**src/rtl/imm_target_gen_pipe.sv**
```systemverilog
// imm_target_gen_pipe: two-stage SPARC V8 immediate extractor/extender with PC-relative target, valid/ready on both sides
// Ports: clk, reset (sync, active-high); in_valid/in_ready/in_ir/in_pc/in_sel request side;
//        out_valid/out_ready/out_imm/out_target/out_err result side.
module imm_target_gen_pipe #(
  parameter int DATA_W   = 32,
  parameter bit ERR_ZERO = 1'b1
) (
  input  logic              clk,
  input  logic              reset,
  input  logic              in_valid,
  output logic              in_ready,
  input  logic [31:0]       in_ir,
  input  logic [DATA_W-1:0] in_pc,
  input  logic [2:0]        in_sel,
  output logic              out_valid,
  input  logic              out_ready,
  output logic [DATA_W-1:0] out_imm,
  output logic [DATA_W-1:0] out_target,
  output logic              out_err
);
  logic              s1_valid, s1_err, err, adv1, adv2;
  logic [2:0]        s1_sel;
  logic [DATA_W-1:0] s1_imm, s1_pc, ext, tgt;
  always_comb begin
    err  = in_sel > 3'd4;
    ext  = in_sel == 3'd0 ? DATA_W'($signed(in_ir[12:0])) :
           in_sel == 3'd1 ? DATA_W'({in_ir[21:0], 10'b0}) :
           in_sel == 3'd2 ? DATA_W'($signed({in_ir[21:0], 2'b00})) :
           in_sel == 3'd3 ? DATA_W'($signed({in_ir[29:0], 2'b00})) :
           in_sel == 3'd4 ? DATA_W'(in_ir[4:0]) :
           ERR_ZERO       ? '0 : DATA_W'(in_ir);
    tgt  = (s1_sel == 3'd2 || s1_sel == 3'd3) ? s1_pc + s1_imm : s1_imm;
    adv2 = !out_valid || out_ready;
    adv1 = !s1_valid || adv2;
  end
  assign in_ready = adv1;
  always_ff @(posedge clk) begin
    if (reset) begin
      s1_valid   <= 1'b0;
      out_valid  <= 1'b0;
      out_imm    <= '0;
      out_target <= '0;
      out_err    <= 1'b0;
    end else begin
      if (adv1) s1_valid <= in_valid;
      if (adv1 && in_valid) begin
        s1_imm <= ext;
        s1_pc  <= in_pc;
        s1_sel <= in_sel;
        s1_err <= err;
      end
      if (adv2) out_valid <= s1_valid;
      if (adv2 && s1_valid) begin
        out_imm    <= s1_imm;
        out_target <= tgt;
        out_err    <= s1_err;
      end
    end
  end
endmodule

```
**config.mk**
```make
export PLATFORM = sky130hd
export DESIGN_NAME = imm_target_gen_pipe
export DESIGN_NICKNAME = d
export VERILOG_FILES = /design/src/rtl/imm_target_gen_pipe.sv
export SDC_FILE = /design/constraint.sdc
export NUM_CORES = 1
export LEC_CHECK = 0
export BUFFER_PORTS_ARGS = -buffer_cell sky130_fd_sc_hd__buf_2
export CELL_PAD_IN_SITES_DETAIL_PLACEMENT = 1
export CELL_PAD_IN_SITES_GLOBAL_PLACEMENT = 1
export CORE_ASPECT_RATIO = 1.75
export CORE_MARGIN = 2
export CORE_UTILIZATION = 42
export CTS_CLUSTER_SIZE = 14
export DETAILED_ROUTE_END_ITERATION = 10
export PLACE_DENSITY_LB_ADDON = 0.08
export SYNTH_ARGS = -nofsm -noshare
export SYNTH_HDL_FRONTEND = slang
export SYNTH_SLANG_ARGS = --single-unit
export TNS_END_PERCENT = 10
```
**constraint.sdc**
```tcl
create_clock -name clk -period 3.8 [get_ports clk]
set_clock_uncertainty 0.1 [all_clocks]
set_input_delay 0.19 -clock clk [delete_from_list [all_inputs] [get_ports clk]]
set_output_delay 0.19 -clock clk [all_outputs]
set_load 0.01 [all_outputs]
```
==> flow_summary.toml <==
[grt]
grt_max_degree = 68
grt_pass1_wl_um = 35000
antenna_found_initial = 0
grt_usage_pct = 25.8
grt_pass1_vias = 6584
overflow = 0

[synthesis]
synth_top_area_share_pct = 29.4
yosysWarnings = 0
synth_xor_area_share_pct = 3.20
yosysUniqueCellTypes = 56
synthMuxAreaShare_pct = 2.23
yosys.area_share.simple_pct = 16.3
netlist_area_mm2 = 0.00684
synth-main-ff-cell = "edfxtp_1"
synth_compound_area_share_pct = 20.4
synth_top_cell_by_area = "edfxtp_1"
synth_area_per_cell_um2 = 9.26
ys_seq_area_share_pct = 49.1
synth_area_leaders = "edfxtp_1 (29%), dfxtp_1 (20%), nand2_1 (7.5%)"
syn_nets = 841
ys_seq_elements = 134
synth_edf_count = 67
async_reset_ff_share_pct = 0
synth_top_family_by_area = "compound AO/OA/AOI/OAI gates"
synth_adder_area_share_pct = 5.97
syn-instance-count = 738

[cts]
cts_tree = "built"
clockBufferDepth = 2
htreeDepth = 4
clkTransAtPathRegs_ns = 0.06
postCtsSetupBuffers = 0
clk_latency_ns = 0.42
holdBufCountCts = 35
ctsResizeCount = 0
cts_buffers = 17
clock_sinks = 134
clock-root-buffer = "clkbuf_16"

[timing]
finalCritPeriodShare_pct = 85.3
slew_violations = 0
worstMarginPinSlew_ns = 0.963
maxSlewHeadroom_pct = 35.8
fmax_mhz = 308
rsz0062_at_grt = "false"
setup_viol = 0
setup_tns_ns = 0
finalHoldViolCount = 0
period_minus_slack_ns = 3.24
hold-worst-slack_ns = 0.0139

[critical_path]
critPathSlowestCell = "fa_1"
critical-path-max-stage-delay_ns = 0.43
critical_path.cell_chain = "ha_1 -> fa_1 -> a21oi_1 -> o2bb2ai_1 -> o31ai_1 -> buf_4 -> nor4_1 -> o21ai_0 -> a31oi_1 -> or3_1 -> nand3_1 -> a211oi_1"
endpoint_kind = "flop"
critPathKind = "reg2reg"
cp.arrival_ns = 3.39
reg2reg_slack_ns = 0.56
cp-start-kind = "flop"
crit_required_ns = 3.95
crit_fanout = 5

[cells_and_area]
fin_area_mm2 = 0.00856
nets = 993
syn_to_final_growth_pct = 25.2
finalCoreUtilization_pct = 53.9
fillers = 1843
diodes = 0
drive_gt1_share_pct = 20.7

[detailed_routing]
vias = 6193
wl_per_cell_um = 20.1
dr.pass1.iters = 4
drcViolationCount = 0
via_per_inst = 5.67
postRouteAntennaNets = 0
drt_iter0_drc = 170
routed_wl_um = 22000

[power]
p_leak_nw = 3.62
p_total_mw = 3.77
ir_drop_v = 0.000263
p_per_area_mw_per_mm2 = 441

[place]
placed_cell_area_mm2 = 0.00765
port_buffers = 135
dp_hpwl_um = 15400
gp_congestion = 0.924

[floorplanning]
core_area_mm2 = 0.0159
start_util_pct = 43.1
die_w_um = 100
rows = 61
die_area_mm2 = 0.0174
die_h_um = 173
io_pins = 138

[outcome]
status = "complete, no violations"

[run]
cap_violations = 0

[worst_hold_path]
hold_path.class = "in2reg"
-- path summary, 6_finish.rpt --
path / from / depth (start not counted) / end
setup / recovery: s1_imm[0] / 12 / out_target[26]
hold / removal: in_ir[3] / 2 / s1_imm[3]
setup reg to reg: s1_imm[0] / 12 / out_target[26]
hold reg to reg: out_imm[29] / 2 / out_imm[29]
-- through the flow --
| step | std cells | setup slack [ns] |
|---|---|---|
| floorplan | 738 | 0.930 |
| global placement | 1025 | 0.645 |
| detailed placement | 1025 | 0.569 |
| CTS | 1092 | 0.534 |
| global route | 1092 | 0.268 |
| finish | 1092 | 0.558 |
-- layout make-up --
type	count	area, um2	area share, %
clock buffers	19	433	5.06
clock inverters	13	123	1.43
inverters	7	26.3	0.307
multi-input cells	551	3300	38.5
flip-flops and latches	134	3350	39.2
well taps	189	236	2.76
repair buffers	179	1090	12.8
-- kinds of logic after synthesis --
family | count (synthesis)
simple gates | 266
mux | 15
flops | 134
fa+ha+maj | 32
buf+inv | 53
compound gates | 213
xor+xnor | 25
-- critical path, delay by kind of cell, from the launching register on --
| kind | cells | cell delay [ns] |
|---|---|---|
| AO/OA/AOI/OAI | 6 | 1.16 |
| adder cells (fa/ha/maj) | 2 | 0.70 |
| buffers and inverters | 1 | 0.19 |
| flip-flops | 1 | 0.42 |
| AND/OR/NAND/NOR | 3 | 0.50 |
-- state kept, by name (all words and copies together), names as in the netlist --
| signal | cells |
|---|---|
| s1_sel | 2 |
| s1_pc | 32 |
| out_err | 1 |
| out_target | 32 |
| out_imm | 32 |
| s1_valid | 1 |
| out_valid | 1 |
| s1_err | 1 |
| s1_imm | 32 |
-- Yosys cell counts, drive strengths merged (10+ instances only) --
master    n
a311oi   18
mux2i    13
xor2     11
a21oi   102
ha       31
a21o     18
o21ai    18
nor2b    10
nand2   137
dfxtp    67
a211oi   10
nor2     81
clkbuf   39
xnor2    14
edfxtp   67
-- cell usage in the layout (no fill, tap or decap), types with 31 or more instances in the layout --
cell / synthesis / routed
dfxtp_1: 67 / 67
a21oi_1: 101 / 101
dlygate4sd3_1: 0 / 35
nor2_1: 81 / 81
nand2_1: 137 / 137
buf_2: 1 / 135
edfxtp_1: 67 / 67
ha_1: 31 / 31
-- report_power, final --
| part | leakage [nW] | switching (mW) | total, mW | internal (mW) |
|---|---|---|---|---|
| Sequential | 1.20 | 0.0414 | 1.63 | 1.59 |
| Clock | 0.261 | 0.670 | 1.58 | 0.909 |
| Combinational | 2.16 | 0.336 | 0.558 | 0.223 |
| Total | 3.62 | 1.05 | 3.77 | 2.72 |
-- per-layer routing --
layer / track usage, % / part of all wire, % / up-vias
met5: 0 / 0 / -
met4: 10.5 / 2.9 / 0
met3: 3.64 / 3.2 / 36
met2: 47.3 / 55 / 169
met1: 29.2 / 39 / 3032
li1: - / - / 2956
No activity file was read; power rests on OpenSTA's default activity.
